===== src/rtl/dot_seq_ctrl.sv =====
// dot_seq_ctrl
//   Sequencer that owns all control of the MAC accumulator datapath for one
//   dot product. On start it clears the MAC and streams cnt operand pairs
//   from the A/B vector SRAMs (shared address, sync read). It then waits one
//   drain cycle for the last accumulate, captures the MAC value into result
//   and pulses done.
//
// Optional feature macro: DOT_SEQ_STALL_EN
//   When defined, a stall input is added. stall=1 in FETCH suppresses the
//   read for that cycle and holds the address counter.
//
// Ports
//   clk, rst              clock, synchronous active-high reset
//   start, len            launch request and vector length (sampled in IDLE)
//   stall                 fetch stall (only with DOT_SEQ_STALL_EN)
//   busy, done, result    status, one-cycle completion pulse, captured sum
//   mem_rd, mem_addr      shared SRAM read enable and address
//   mem_a_data/b_data     SRAM read data, valid one cycle after mem_rd
//   mac_a, mac_b          MAC operands (combinational pass of SRAM data)
//   mac_en, mac_clr       MAC accumulate enable and clear
//   mac_acc               MAC accumulator value
module dot_seq_ctrl #(
    parameter int P_WIDTH  = 32,
    parameter int P_ADDR_W = 8
) (
    input  logic                clk,
    input  logic                rst,
    input  logic                start,
    input  logic [P_ADDR_W:0]   len,
`ifdef DOT_SEQ_STALL_EN
    input  logic                stall,
`endif
    output logic                busy,
    output logic                done,
    output logic [P_WIDTH-1:0]  result,
    output logic                mem_rd,
    output logic [P_ADDR_W-1:0] mem_addr,
    input  logic [P_WIDTH-1:0]  mem_a_data,
    input  logic [P_WIDTH-1:0]  mem_b_data,
    output logic [P_WIDTH-1:0]  mac_a,
    output logic [P_WIDTH-1:0]  mac_b,
    output logic                mac_en,
    output logic                mac_clr,
    input  logic [P_WIDTH-1:0]  mac_acc
);

    typedef enum logic [2:0] {
        S_IDLE,
        S_CLR,
        S_FETCH,
        S_DRAIN,
        S_CAPT
    } state_t;

    localparam logic [P_ADDR_W:0] MAX_LEN = {1'b1, {P_ADDR_W{1'b0}}};
    localparam logic [P_ADDR_W:0] ONE     = {{P_ADDR_W{1'b0}}, 1'b1};

    state_t              state;
    state_t              state_nxt;
    logic [P_ADDR_W:0]   idx;
    logic [P_ADDR_W:0]   cnt;
    logic                stall_in;

`ifdef DOT_SEQ_STALL_EN
    assign stall_in = stall;
`else
    assign stall_in = 1'b0;
`endif

    assign busy     = (state != S_IDLE);
    assign mac_a    = mem_a_data;
    assign mac_b    = mem_b_data;
    // idx is one bit wider than the address so a full 2**P_ADDR_W run can
    // be counted. FETCH leaves before idx reaches that value, so the
    // address itself never wraps.
    assign mem_addr = idx[P_ADDR_W-1:0];

    always_ff @(posedge clk) begin
        if (rst) begin
            state <= S_IDLE;
        end else begin
            state <= state_nxt;
        end
    end

    always_comb begin
        state_nxt = state;
        mem_rd    = 1'b0;
        mac_clr   = 1'b0;
        unique case (state)
            S_IDLE: begin
                if (start && (len != '0)) begin
                    state_nxt = S_CLR;
                end
            end
            S_CLR: begin
                mac_clr   = 1'b1;
                state_nxt = S_FETCH;
            end
            S_FETCH: begin
                if (!stall_in) begin
                    mem_rd = 1'b1;
                    if ((idx + ONE) == cnt) begin
                        state_nxt = S_DRAIN;
                    end
                end
            end
            S_DRAIN: state_nxt = S_CAPT;
            S_CAPT:  state_nxt = S_IDLE;
            default: state_nxt = S_IDLE;
        endcase
    end

    // mac_en is mem_rd delayed by the SRAM read latency, so a read issued in
    // the last FETCH cycle accumulates at the DRAIN->CAPT edge and CAPT sees
    // the final sum.
    always_ff @(posedge clk) begin
        if (rst) begin
            idx    <= '0;
            cnt    <= '0;
            result <= '0;
            done   <= 1'b0;
            mac_en <= 1'b0;
        end else begin
            done   <= 1'b0;
            mac_en <= mem_rd;
            unique case (state)
                S_IDLE: begin
                    if (start) begin
                        if (len == '0) begin
                            result <= '0;
                            done   <= 1'b1;
                        end else begin
                            cnt <= (len > MAX_LEN) ? MAX_LEN : len;
                        end
                    end
                end
                S_CLR: idx <= '0;
                S_FETCH: begin
                    if (mem_rd) begin
                        idx <= idx + ONE;
                    end
                end
                S_CAPT: begin
                    result <= mac_acc;
                    done   <= 1'b1;
                end
                default: ;
            endcase
        end
    end

endmodule


===== config.mk =====
export PLATFORM = sky130hd
export DESIGN_NAME = dot_seq_ctrl
export DESIGN_NICKNAME = d
export VERILOG_FILES = /design/src/rtl/dot_seq_ctrl.sv
export SDC_FILE = /design/constraint.sdc
export NUM_CORES = 1
export LEC_CHECK = 0
export ABC_AREA = 1
export BUFFER_PORTS_ARGS = -buffer_cell sky130_fd_sc_hd__buf_4
export CAP_MARGIN = 40
export CORE_UTILIZATION = 25
export CTS_BUF_LIST = sky130_fd_sc_hd__clkbuf_4 sky130_fd_sc_hd__clkbuf_8 sky130_fd_sc_hd__clkbuf_16
export DETAILED_ROUTE_END_ITERATION = 8
export GPL_ROUTABILITY_DRIVEN = 0
export SKIP_CTS_REPAIR_TIMING = 1
export SYNTH_ARGS = -nofsm -noshare
export SYNTH_HDL_FRONTEND = slang
export SYNTH_SLANG_ARGS = --single-unit

===== constraint.sdc =====
create_clock -name clk -period 2.3 [get_ports clk]
set_input_delay 0.115 -clock clk [delete_from_list [all_inputs] [get_ports clk]]
set_output_delay 0.115 -clock clk [all_outputs]
set_load 0.03 [all_outputs]

* Word-level counts from Yosys, hierarchy flattened
Cells that the tools add are included.
** Word-level totals
- Logic and storage cells :: 44
- Input port bits :: 108
- Output and inout port bits :: 109
- Register bits :: 55
** Cells by class
- Mux-type cells :: 14
- $add $sub $neg :: 1
- Reduce and logical (&&, ||, !) cells :: 11
- Eq/ne operators :: 10
- Magnitude comparators :: 1
- Bitwise operators :: 1
** Operators by type and width (count)
- $mux 32 :: 2
- $pmux 32 s2 :: 1
- $mux 9 :: 2
- $pmux 9 s2 :: 1
- $pmux 3 s4 :: 1
- $ne 2x2->1 const B :: 5
- $add 9x1->9 const B :: 1
- $eq 9x9->1 :: 1
- $gt 9x9->1 const B :: 1
- $logic_not 9->1 :: 1
- $reduce_bool 9->1 :: 1
- $eq 3x2->1 const B :: 2
- $mux 3 :: 2
- $reduce_and 3->1 :: 2
- $mux 1 :: 4
- $reduce_and 2->1 :: 2
- $reduce_bool 2->1 :: 2
- $eq 3x1->1 const B :: 1
- $eq 3x3->1 const B :: 1
- $logic_not 3->1 :: 1
- $reduce_bool 3->1 :: 1
- $pmux 1 s2 :: 1
- $logic_and 1x1->1 :: 1
- $not 1->1 :: 1

* Logic depth before layout (Yosys ltp)
Gate-level depths: netlist (run 1).
- Word-level depth :: 4
- Gate-level depth with buffers :: 13
- Depth with buffers taken out :: 13

* Worst setup path before layout (run 1)
OpenSTA, ideal clock, no wires.
- Path type :: flip-flop to flip-flop
- Start :: reg state[0]
- End :: reg idx[0]
- Arrival time :: 1.541 ns
- Slack :: 0.645 ns
- Cell stages (with the launch flop) :: 6
- Clock period less this slack :: 1.655 ns
- Data required time :: 2.186 ns
- Cells stage by stage :: dfxtp_1 inv_1 nor3_1 nor2_2 o21ai_1 inv_1
** Between the ends
- Cells in the longest elaborated chain, start to end :: 4
- Elaborated cells on any way between the ends :: 7
- Those cells by class :: eq/ne: 3; mux: 2; reduce/logical: 2
** RTL lines
- start, declared :: line 58 : state_t state;
- start signal, assigned :: line 82 : state <= state_nxt;
- $eq 3x2->1 :: line 90, 127
- $mux 1 :: line 90 : unique case (state)
- $ne 2x2->1 (no line)
- $reduce_and 2->1 (no line)
- end signal, assigned :: line 141 : idx <= idx + ONE;
- end, declared :: line 60 : logic [P_ADDR_W:0] idx;
Parallel ways exist; a longest one is shown, timed or not.
A chain may end at the register's enable or synchronous reset.

* Final worst setup path (run 1)
- Start :: reg idx[0]
- End :: reg state[0]
** Between the ends
- Cells in the longest elaborated chain, start to end :: 4
** RTL lines
- $add 9x1->9 :: line 103 : if ((idx + ONE) == cnt) begin
- $eq 9x9->1 :: line 103
- $ne 2x2->1 (no line)
- $reduce_and 2->1 (no line)
No other way between the ends.

==> flow_metrics.env, run 1 <==
export IMPL_slew_headroom=0.618
export IMPL_vias=2464
export IMPL_cts_buffers=5
export IMPL_muxShareOfSynthArea=0
export IMPL_vias_per_cell=4.43
export IMPL_yosysTopAreaCell="dfxtp_1"
export IMPL_multi_input_area_um2=1070
export IMPL_synth_most_common_cell="nand2_1"
export IMPL_rr_startpoint="idx[0]"
export IMPL_max_stage_delay_ns=0.41
export IMPL_worst_pin_slew_ns=0.571
export IMPL_die_x_um=109
export IMPL_fin_skew_ns=0.0128
export IMPL_fillCellCount=1210
export IMPL_min_from="mac_acc[11]"
export IMPL_postRouteAntennaNets=0
export IMPL_rsz0062_at_grt="no"
export IMPL_synth_xor_area_share=0
export IMPL_p_leak_nw=1.38
export IMPL_r2r_end="state[0]"
export IMPL_pin_count=217
export IMPL_drv_slew=0
export IMPL_synth_edf_count=0
export IMPL_powerDensity_nw_per_um2=706
export IMPL_seq_area_um2=1100
export IMPL_clock_sinks=55
export IMPL_dp_hpwl_mm=5.15
export IMPL_n_antenna_cell=0
export IMPL_synth_compound_area_frac=0.110
export IMPL_row_count=38
export IMPL_setup_violations_final=0
export IMPL_grt_usage=0.119
export IMPL_synth_top_family_by_area="simple AND/OR/NAND/NOR gates"
export IMPL_routed_wl_mm=7.05
export IMPL_antenna_found_initial=0
export IMPL_critPathLaunch="idx[0]"
export IMPL_dr_pass1_iters=4
export IMPL_critPathRequiredTime_ns=2.53
export IMPL_synth_area_leaders="dfxtp_1 38%, buf_4 19%, nand2_1 16%"
export IMPL_endpoint_kind="register"
export IMPL_globalRouteOverflowTotal=0
export IMPL_grt_pass1_wl_mm=11.0
export IMPL_fp_dieH_um=109
export IMPL_cpMostUsedCell="nand2_1"
export IMPL_synthCells=404
export IMPL_nNetsFinal=524
export IMPL_crit_fanout=5
export IMPL_hold_violations=0
export IMPL_ys_seq_elements=55
export IMPL_insertion_delay_ns=0.30
export IMPL_clk_root_buffer_cell="clkbuf_16"
export IMPL_netlist_area_leader_share=0.382
export IMPL_synth_fa_ha_area_frac=0.00434
export IMPL_coreArea_um2=11000
export IMPL_start_util=0.261
export IMPL_drcViolationCount=0
export IMPL_period_needed_ns=1.59
export IMPL_cts_tree="yes"
export IMPL_holdPathStages=3
export IMPL_cts_htree_levels=2
export IMPL_setup_tns_ns=0
export IMPL_drive_above_1_share=0.286
export IMPL_port_buffers=88
export IMPL_drt_iter0_drc=106
export IMPL_status="completed"
export IMPL_syn_nets=513
export IMPL_rr_worst_depth=13
export IMPL_path_cells="ha_1 -> nand2_2 -> inv_2 -> nand3_1 -> nand2_1 -> nand2_1 -> nand2_1 -> nand3_1 -> nor2_2 -> nand2_1 -> nand2_1 -> nand2_1 -> nor2_2"
export IMPL_maxCapViolCount=0
export IMPL_arrival_ns=1.82
export IMPL_ctsLongestPathBuffers=2
export IMPL_min_path_type="in2reg"
export IMPL_yosys_area_share_simple=0.257
export IMPL_critical_path_startpoint_type="register"
export IMPL_yosysWarnings=0
export IMPL_ys_flop_type="dfxtp_1"
export IMPL_cts_clk_slew_worst_paths_ns=0.08
export IMPL_grt_pass1_vias=2310
export IMPL_area_growth_syn_to_layout_pct=14.7
export IMPL_rrSetupSlack_ns=0.71
export IMPL_period_share=0.691
export IMPL_grt_max_degree=52
export IMPL_min_to="result[11]"
export IMPL_holdWs_ns=0.0709
export IMPL_crit_type="reg2reg"
export IMPL_ys_types=23
export IMPL_fp_dieArea_um2=12000
export IMPL_synth_commonest_cells="123 x nand2_1, 72 x buf_4, 55 x dfxtp_1"
export IMPL_slowest_stage="dfxtp_1"
export IMPL_yosysSeqAreaShare=0.382
export IMPL_vdd_drop_max_uv=308
export IMPL_fmax_mhz=629
export IMPL_avgRoutedWirePerCell_um=12.7
export IMPL_postSynth_asyncResetShare=0
export IMPL_avgSynthCellArea_um2=7.13
export IMPL_synthesis_area_um2=2880
per-layer routing:
| metal | GRT usage | share of wire | vias to the layer above |
|---|---|---|---|
| li1 | - | - | 1220 |
| met1 | 0.140 | 0.42 | 1096 |
| met2 | 0.188 | 0.45 | 118 |
| met3 | 0.0468 | 0.11 | 30 |
| met4 | 0.0571 | 0.023 | 0 |
| met5 | 0 | 0 | - |
area by class of cell:
cell class	count	share of cell area
sequential	55	0.333
multi-input combinational	233	0.324
timing repair buffer	89	0.202
tap	140	0.0530
clock inverter	2	0.0117
inverter	31	0.0352
clock buffer	6	0.0401
cell usage in the layout, fill, tap and decap left out, drive strengths merged:
master  instances
nor4            1
o22ai           2
buf            89
nor2           24
nor3            1
ha              1
a211oi          6
inv            32
nand3b          2
bufinv          1
nand3          15
a21oi          46
nand2         127
dfxtp          55
clkbuf          6
nand4           2
o21ai           6
worst max-delay path: cells and delay by family (launching register included):
| kind | cells | cell delay (ns) |
|---|---|---|
| adders and majority gates | 1 | 0.24 |
| buffers and inverters | 1 | 0.09 |
| and+or+nand+nor | 11 | 0.78 |
| DFF | 1 | 0.41 |
worst max path at each step:
stage	endpoint	slack [ns]	cells past startpoint
final	state[0]	0.71	13
after global placement	state[0]	0.80	13
after detailed placement	state[0]	0.73	13
after global routing	state[0]	0.49	13
after floorplan	idx[0]	0.65	5
after CTS	state[0]	0.70	13
registers in the layout, summed over array words and instances, names as in the netlist:
signal and count:
done 1, cnt 9, idx 9, mac_en 1, state 3, result 32
stage by stage:
| stage | instance area (um^2) | worst slack, ns | total power [mW] | cells | util |
|---|---|---|---|---|---|
| after global routing | 3300 | 0.493 | 2.45 | 556 | 0.300 |
| after detailed placement | 3130 | 0.726 | 1.47 | 548 | 0.284 |
| after CTS | 3300 | 0.699 | 2.37 | 556 | 0.300 |
| after global placement | 3130 | 0.803 | 1.47 | 548 | 0.284 |
| after floorplan | 2880 | 0.645 | 1.52 | 404 | - |
| final | 3300 | 0.711 | 2.33 | 556 | 0.300 |
cell families after synthesis:
family / Yosys count
buffers and inverters: 116
adders and majority gates: 1
and+or+nand+nor: 172
DFF: 55
AOI/OAI and AO/OA: 60
where the power goes:
group	total, mW	switching (mW)	internal [mW]
Clock	0.885	0.354	0.531
Sequential	1.03	0.0326	0.994
Combinational	0.421	0.263	0.158
No activity file was read; power rests on OpenSTA's default activity.
==> inputs of run 2 (changes only) <==
clock period = 1.3 ns   (was 2.3 ns; I/O delays follow)
==> run 2 against run 1 <==
The run now ends with negative setup slack left. Flip-flop and latch count is the same. Hold slack lost 0.038 ns. Count of clock-buffer cells in the layout is the same. Wire length grew 2.2%. Sequential share of layout area shrank 3.0 points. Final cell count grew 5.8%. Combinational power grew 120%. Largest cell class is now multi-input gates.
==> flow_metrics.env, run 2 (synthesis gave the netlist of run 1 again) <==
export IMPL_status="finished with violations"
export IMPL_violations="negative setup slack"
export IMPL_postRouteAntennaNets=0
export IMPL_r2r_end="state[0]"
export IMPL_hold_violations=0
export IMPL_globalRouteOverflowTotal=0
export IMPL_dp_hpwl_mm=5.19
export IMPL_nNetsFinal=556
export IMPL_row_count=38
export IMPL_area_growth_syn_to_layout_pct=27.3
export IMPL_vdd_drop_max_uv=579
export IMPL_p_leak_nw=1.55
export IMPL_powerDensity_nw_per_um2=1110
export IMPL_cts_buffers=5
export IMPL_fmax_mhz=686
export IMPL_rrSetupSlack_ns=-0.16
export IMPL_final_common_cell="nand2_1"
export IMPL_setup_violations_final=7
export IMPL_critical_path_startpoint_type="register"
export IMPL_antenna_found_initial=0
export IMPL_period_share=1.12
export IMPL_min_from="mac_acc[14]"
export IMPL_cts_clk_slew_worst_paths_ns=0.07
export IMPL_clk_root_buffer_cell="clkbuf_16"
export IMPL_insertion_delay_ns=0.29
export IMPL_avgRoutedWirePerCell_um=12.2
export IMPL_fp_dieH_um=109
export IMPL_pin_count=217
export IMPL_cts_tree="yes"
export IMPL_layout_setup_ws_ns=-0.159
export IMPL_worst_pin_slew_ns=0.373
export IMPL_endpoint_kind="register"
export IMPL_final_cell_mix="123 x nand2_1, 116 x buf_4, 48 x dfxtp_1, 41 x a21oi_1, 22 x inv_1"
export IMPL_rsz0062_at_grt="yes"
export IMPL_period_needed_ns=1.46
export IMPL_drv_slew=0
export IMPL_maxCapViolCount=0
export IMPL_grt_max_degree=34
export IMPL_drt_iter0_drc=65
export IMPL_crit_fanout=5
export IMPL_coreArea_um2=11000
export IMPL_ctsLongestPathBuffers=2
export IMPL_drive_above_1_share=0.375
export IMPL_port_buffers=88
export IMPL_cts_htree_levels=2
export IMPL_dr_pass1_iters=4
export IMPL_grt_usage=0.119
export IMPL_largestRegisters="result (32), cnt (9), idx (9)"
export IMPL_vias=2519
export IMPL_rr_startpoint="idx[1]"
export IMPL_vias_per_cell=4.28
export IMPL_rr_worst_depth=13
export IMPL_crit_type="reg2reg"
export IMPL_critPathRequiredTime_ns=1.53
export IMPL_grt_pass1_vias=2444
export IMPL_routed_wl_mm=7.20
export IMPL_fp_dieArea_um2=12000
export IMPL_n_antenna_cell=0
export IMPL_slew_headroom=0.751
export IMPL_grt_pass1_wl_mm=11.2
export IMPL_drcViolationCount=0
export IMPL_clock_sinks=55
export IMPL_holdPathStages=3
export IMPL_largest_reg_flops=32
export IMPL_p_total_mw=4.09
export IMPL_start_util=0.261
export IMPL_min_path_type="in2reg"
export IMPL_die_x_um=109
export IMPL_largest_register="result"
export IMPL_arrival_ns=1.68
export IMPL_setup_tns_ns=-0.325
export IMPL_min_to="result[14]"
export IMPL_fin_skew_ns=0.00541
==> run 2: worst max-delay path by stage <==
stage | from | to | slack, ns | cells past startpoint
floorplan | idx[0] | state[0] | -0.02 | 13
finish | idx[1] | state[0] | -0.16 | 13
CTS | idx[1] | state[0] | -0.16 | 13
global route | idx[1] | state[0] | -0.39 | 13
detailed placement | idx[1] | state[0] | -0.14 | 13
global placement | idx[1] | state[0] | -0.12 | 13
==> run 2: report_power, final <==
part / switching [mW] / internal [mW]
Combinational: 0.512 / 0.426
Sequential: 0.0623 / 1.76
Clock: 0.589 / 0.733
Total: 1.16 / 2.92
==> run 2: per-layer routing <==
layer  vias up  track usage  routed length (um)
li1       1282            -                   -
met1      1104        0.143                3040
met3        31       0.0433                 638
met5         -            0                   0
met4         0       0.0505                 172
met2       102        0.190                3350
==> run 2: cell type report <==
type,count,area (um^2)
well taps,140,175
clock buffers,6,133
inverters,31,116
fillers,1182,7360
multi-input cells,233,1140
clock inverters,2,12.5
repair buffers,121,981
flip-flops and latches,55,1110
==> run 2: critical path, stage by stage (launching register included) <==
cell	delay (ns)
dfxtp_2	0.36
ha_4	0.27
inv_1	0.04
nand2_1	0.05
nand2_1	0.04
nor2_1	0.09
nand3_1	0.07
nor2_1	0.09
nand3_1	0.09
nor2_2	0.08
nand2_1	0.05
nand2_1	0.05
nand2_1	0.05
nor2_2	0.07
==> run 2: stage by stage <==
stage / setup slack [ns] / cells / area [um^2] / hold slack, ns / utilization
5_1_grt: -0.395 / 588 / 3670 / 0.0275 / 0.332
2_1_floorplan: -0.0238 / 404 / 2900 / 0.208 / -
6_report: -0.159 / 588 / 3670 / 0.0326 / 0.332
3_3_place_gp: -0.117 / 577 / 3410 / 0.130 / 0.309
3_5_place_dp: -0.143 / 577 / 3410 / 0.130 / 0.309
4_1_cts: -0.164 / 585 / 3550 / 0.0267 / 0.322
==> inputs of run 3 (changes only) <==
CORE_ASPECT_RATIO = 1.2   (was unset)
clock period = 1.4 ns   (was 1.3 ns; I/O delays follow)
==> run 3 against run 2 <==
The run still ends with negative setup slack left. Cell area decreased by 2.1%. Non-clock buffer count decreased by 4. Power decreased by 5.4%. Critical path depth unchanged. Count of clock-buffer cells in the layout increased by 1. Register-to-register slack improved by 0.11 ns. Largest power group unchanged. Combinational power decreased by 9.7%. Critical path type unchanged.
==> flow_metrics.env, run 3 (synthesis gave the netlist of run 1 again) <==
export IMPL_status="finished with violations"
export IMPL_grt_max_degree=34
export IMPL_drt_met1_wl_mm=3.00
export IMPL_period_needed_ns=1.45
export IMPL_violations="negative setup slack"
export IMPL_crit_fanout=3
export IMPL_critical_path_startpoint_type="register"
export IMPL_drcViolationCount=0
export IMPL_grt_pass1_wl_mm=12.1
export IMPL_grt_pass1_vias=2445
export IMPL_slowest_stage="dfxtp_2"
export IMPL_fp_dieArea_um2=12000
export IMPL_antenna_found_initial=0
export IMPL_n_antenna_cell=0
export IMPL_path_cells="ha_4 -> inv_1 -> nand2_1 -> nand2_1 -> nor2_1 -> nand3_1 -> nor2_1 -> nand3_1 -> nor2_2 -> nand2_1 -> nand2_1 -> nand2_1 -> nor2_2"
export IMPL_fmax_mhz=692
export IMPL_period_share=1.03
export IMPL_cts_clk_slew_worst_paths_ns=0.08
export IMPL_max_stage_delay_ns=0.35
export IMPL_fin_cells=598
export IMPL_die_x_um=100
export IMPL_fin_skew_ns=0.00786
export IMPL_cts_buffers=5
export IMPL_powerDensity_nw_per_um2=1080
export IMPL_avgRoutedWirePerCell_um=13.1
export IMPL_vias=2527
export IMPL_clk_root_buffer_cell="clkbuf_16"
export IMPL_fp_dieH_um=120
export IMPL_top_layer="met4"
export IMPL_arrival_ns=1.69
export IMPL_nNetsFinal=552
export IMPL_worst_path_buf_inv=1
export IMPL_path_delay_family="simple AND/OR/NAND/NOR gates"
export IMPL_slew_headroom=0.740
export IMPL_endpoint_kind="register"
export IMPL_largest_register="result"
export IMPL_dp_cells=588
export IMPL_dp_hpwl_mm=6.02
export IMPL_cts_tree="yes"
export IMPL_crit_cells=13
export IMPL_min_path_type="in2reg"
export IMPL_drive_above_1_share=0.351
export IMPL_drv_slew=0
export IMPL_vdd_drop_max_uv=596
export IMPL_min_from="mac_acc[18]"
export IMPL_worst_pin_slew_ns=0.387
export IMPL_port_buffers=88
export IMPL_clock_sinks=55
export IMPL_globalRouteOverflowTotal=0
export IMPL_setup_violations_final=1
export IMPL_start_util=0.259
export IMPL_final_common_cell="nand2_1"
export IMPL_area_growth_syn_to_layout_pct=24.6
export IMPL_wl_met2_mm=3.72
export IMPL_cpMostUsedCell="nand2_1"
export IMPL_holdWs_ns=0.0292
export IMPL_critPathRequiredTime_ns=1.64
export IMPL_insertion_delay_ns=0.30
export IMPL_rsz0062_at_grt="yes"
export IMPL_r2r_end="state[0]"
export IMPL_dp_slack_ns=-0.108
export IMPL_wl_met3_um=734
export IMPL_largestRegisters="result (32), cnt (9), idx (9)"
export IMPL_ctsLongestPathBuffers=2
export IMPL_maxCapViolCount=0
export IMPL_crit_type="reg2reg"
export IMPL_hold_violations=0
export IMPL_p_total_mw=3.87
export IMPL_postRouteAntennaNets=0
export IMPL_drt_iter0_drc=63
export IMPL_largest_reg_flops=32
export IMPL_routed_wl_mm=7.83
export IMPL_layout_setup_ws_ns=-0.0451
export IMPL_vias_per_cell=4.23
export IMPL_row_count=42
export IMPL_final_cell_mix="123 x nand2_1, 114 x buf_4, 51 x dfxtp_1, 46 x a21oi_1, 23 x inv_1"
export IMPL_grt_usage=0.131
export IMPL_pin_count=217
export IMPL_coreArea_um2=11100
export IMPL_min_to="result[18]"
export IMPL_cts_htree_levels=2
export IMPL_rrSetupSlack_ns=-0.05
export IMPL_rr_startpoint="idx[0]"
export IMPL_holdPathStages=3
export IMPL_p_leak_nw=1.52
export IMPL_rr_worst_depth=13
export IMPL_dr_pass1_iters=4
==> run 3: cell count changes in the layout (fill, tap and decap cells not counted), sizes merged <==
cell	delta
clkinvlp	-1
buf	-2
clkbuf	-1
==> run 3: layer usage <==
layer	track usage	up-vias
met4	0.0797	0
met2	0.217	91
li1	-	1275
met1	0.143	1120
met5	0	-
met3	0.0448	41
==> run 3: report_power, final <==
part	internal [mW]	switching [mW]	total, mW
clock network	0.738	0.597	1.34
logic	0.378	0.469	0.847
registers	1.64	0.0488	1.68
==> run 3: layout make-up <==
type / count / area [um^2]
multi-input cells: 233 / 1110
well taps: 154 / 193
inverters: 31 / 116
fillers: 1253 / 7550
clock buffers: 7 / 146
repair buffers: 117 / 907
flip-flops and latches: 55 / 1110
clock inverters: 1 / 8.76
==> run 3: how the worst max path moves through the flow <==
stage,from,endpoint,slack [ns]
floorplan,idx[0],state[0],0.003
global placement,idx[2],state[0],-0.07
detailed placement,idx[2],state[0],-0.11
CTS,idx[2],state[0],-0.13
global route,idx[0],state[0],-0.22
finish,idx[0],state[0],-0.05
==> run 3: worst reg2reg max path: cells and delay by family, from the launching register on <==
family	cells	cell delay, ns
AND/OR/NAND/NOR	11	0.73
flip-flops	1	0.35
adder cells (fa/ha/maj)	1	0.27
buffers and inverters	1	0.04
==> run 3: per-stage QoR <==
| step | area [um^2] | util | TNS [ns] |
|---|---|---|---|
| global route | 3590 | 0.322 | -0.222 |
| detailed placement | 3380 | 0.303 | -1.62 |
| global placement | 3380 | 0.303 | -1.74 |
| CTS | 3530 | 0.317 | -0.160 |
| floorplan | 2890 | - | 0 |
| finish | 3590 | 0.322 | -0.0451 |
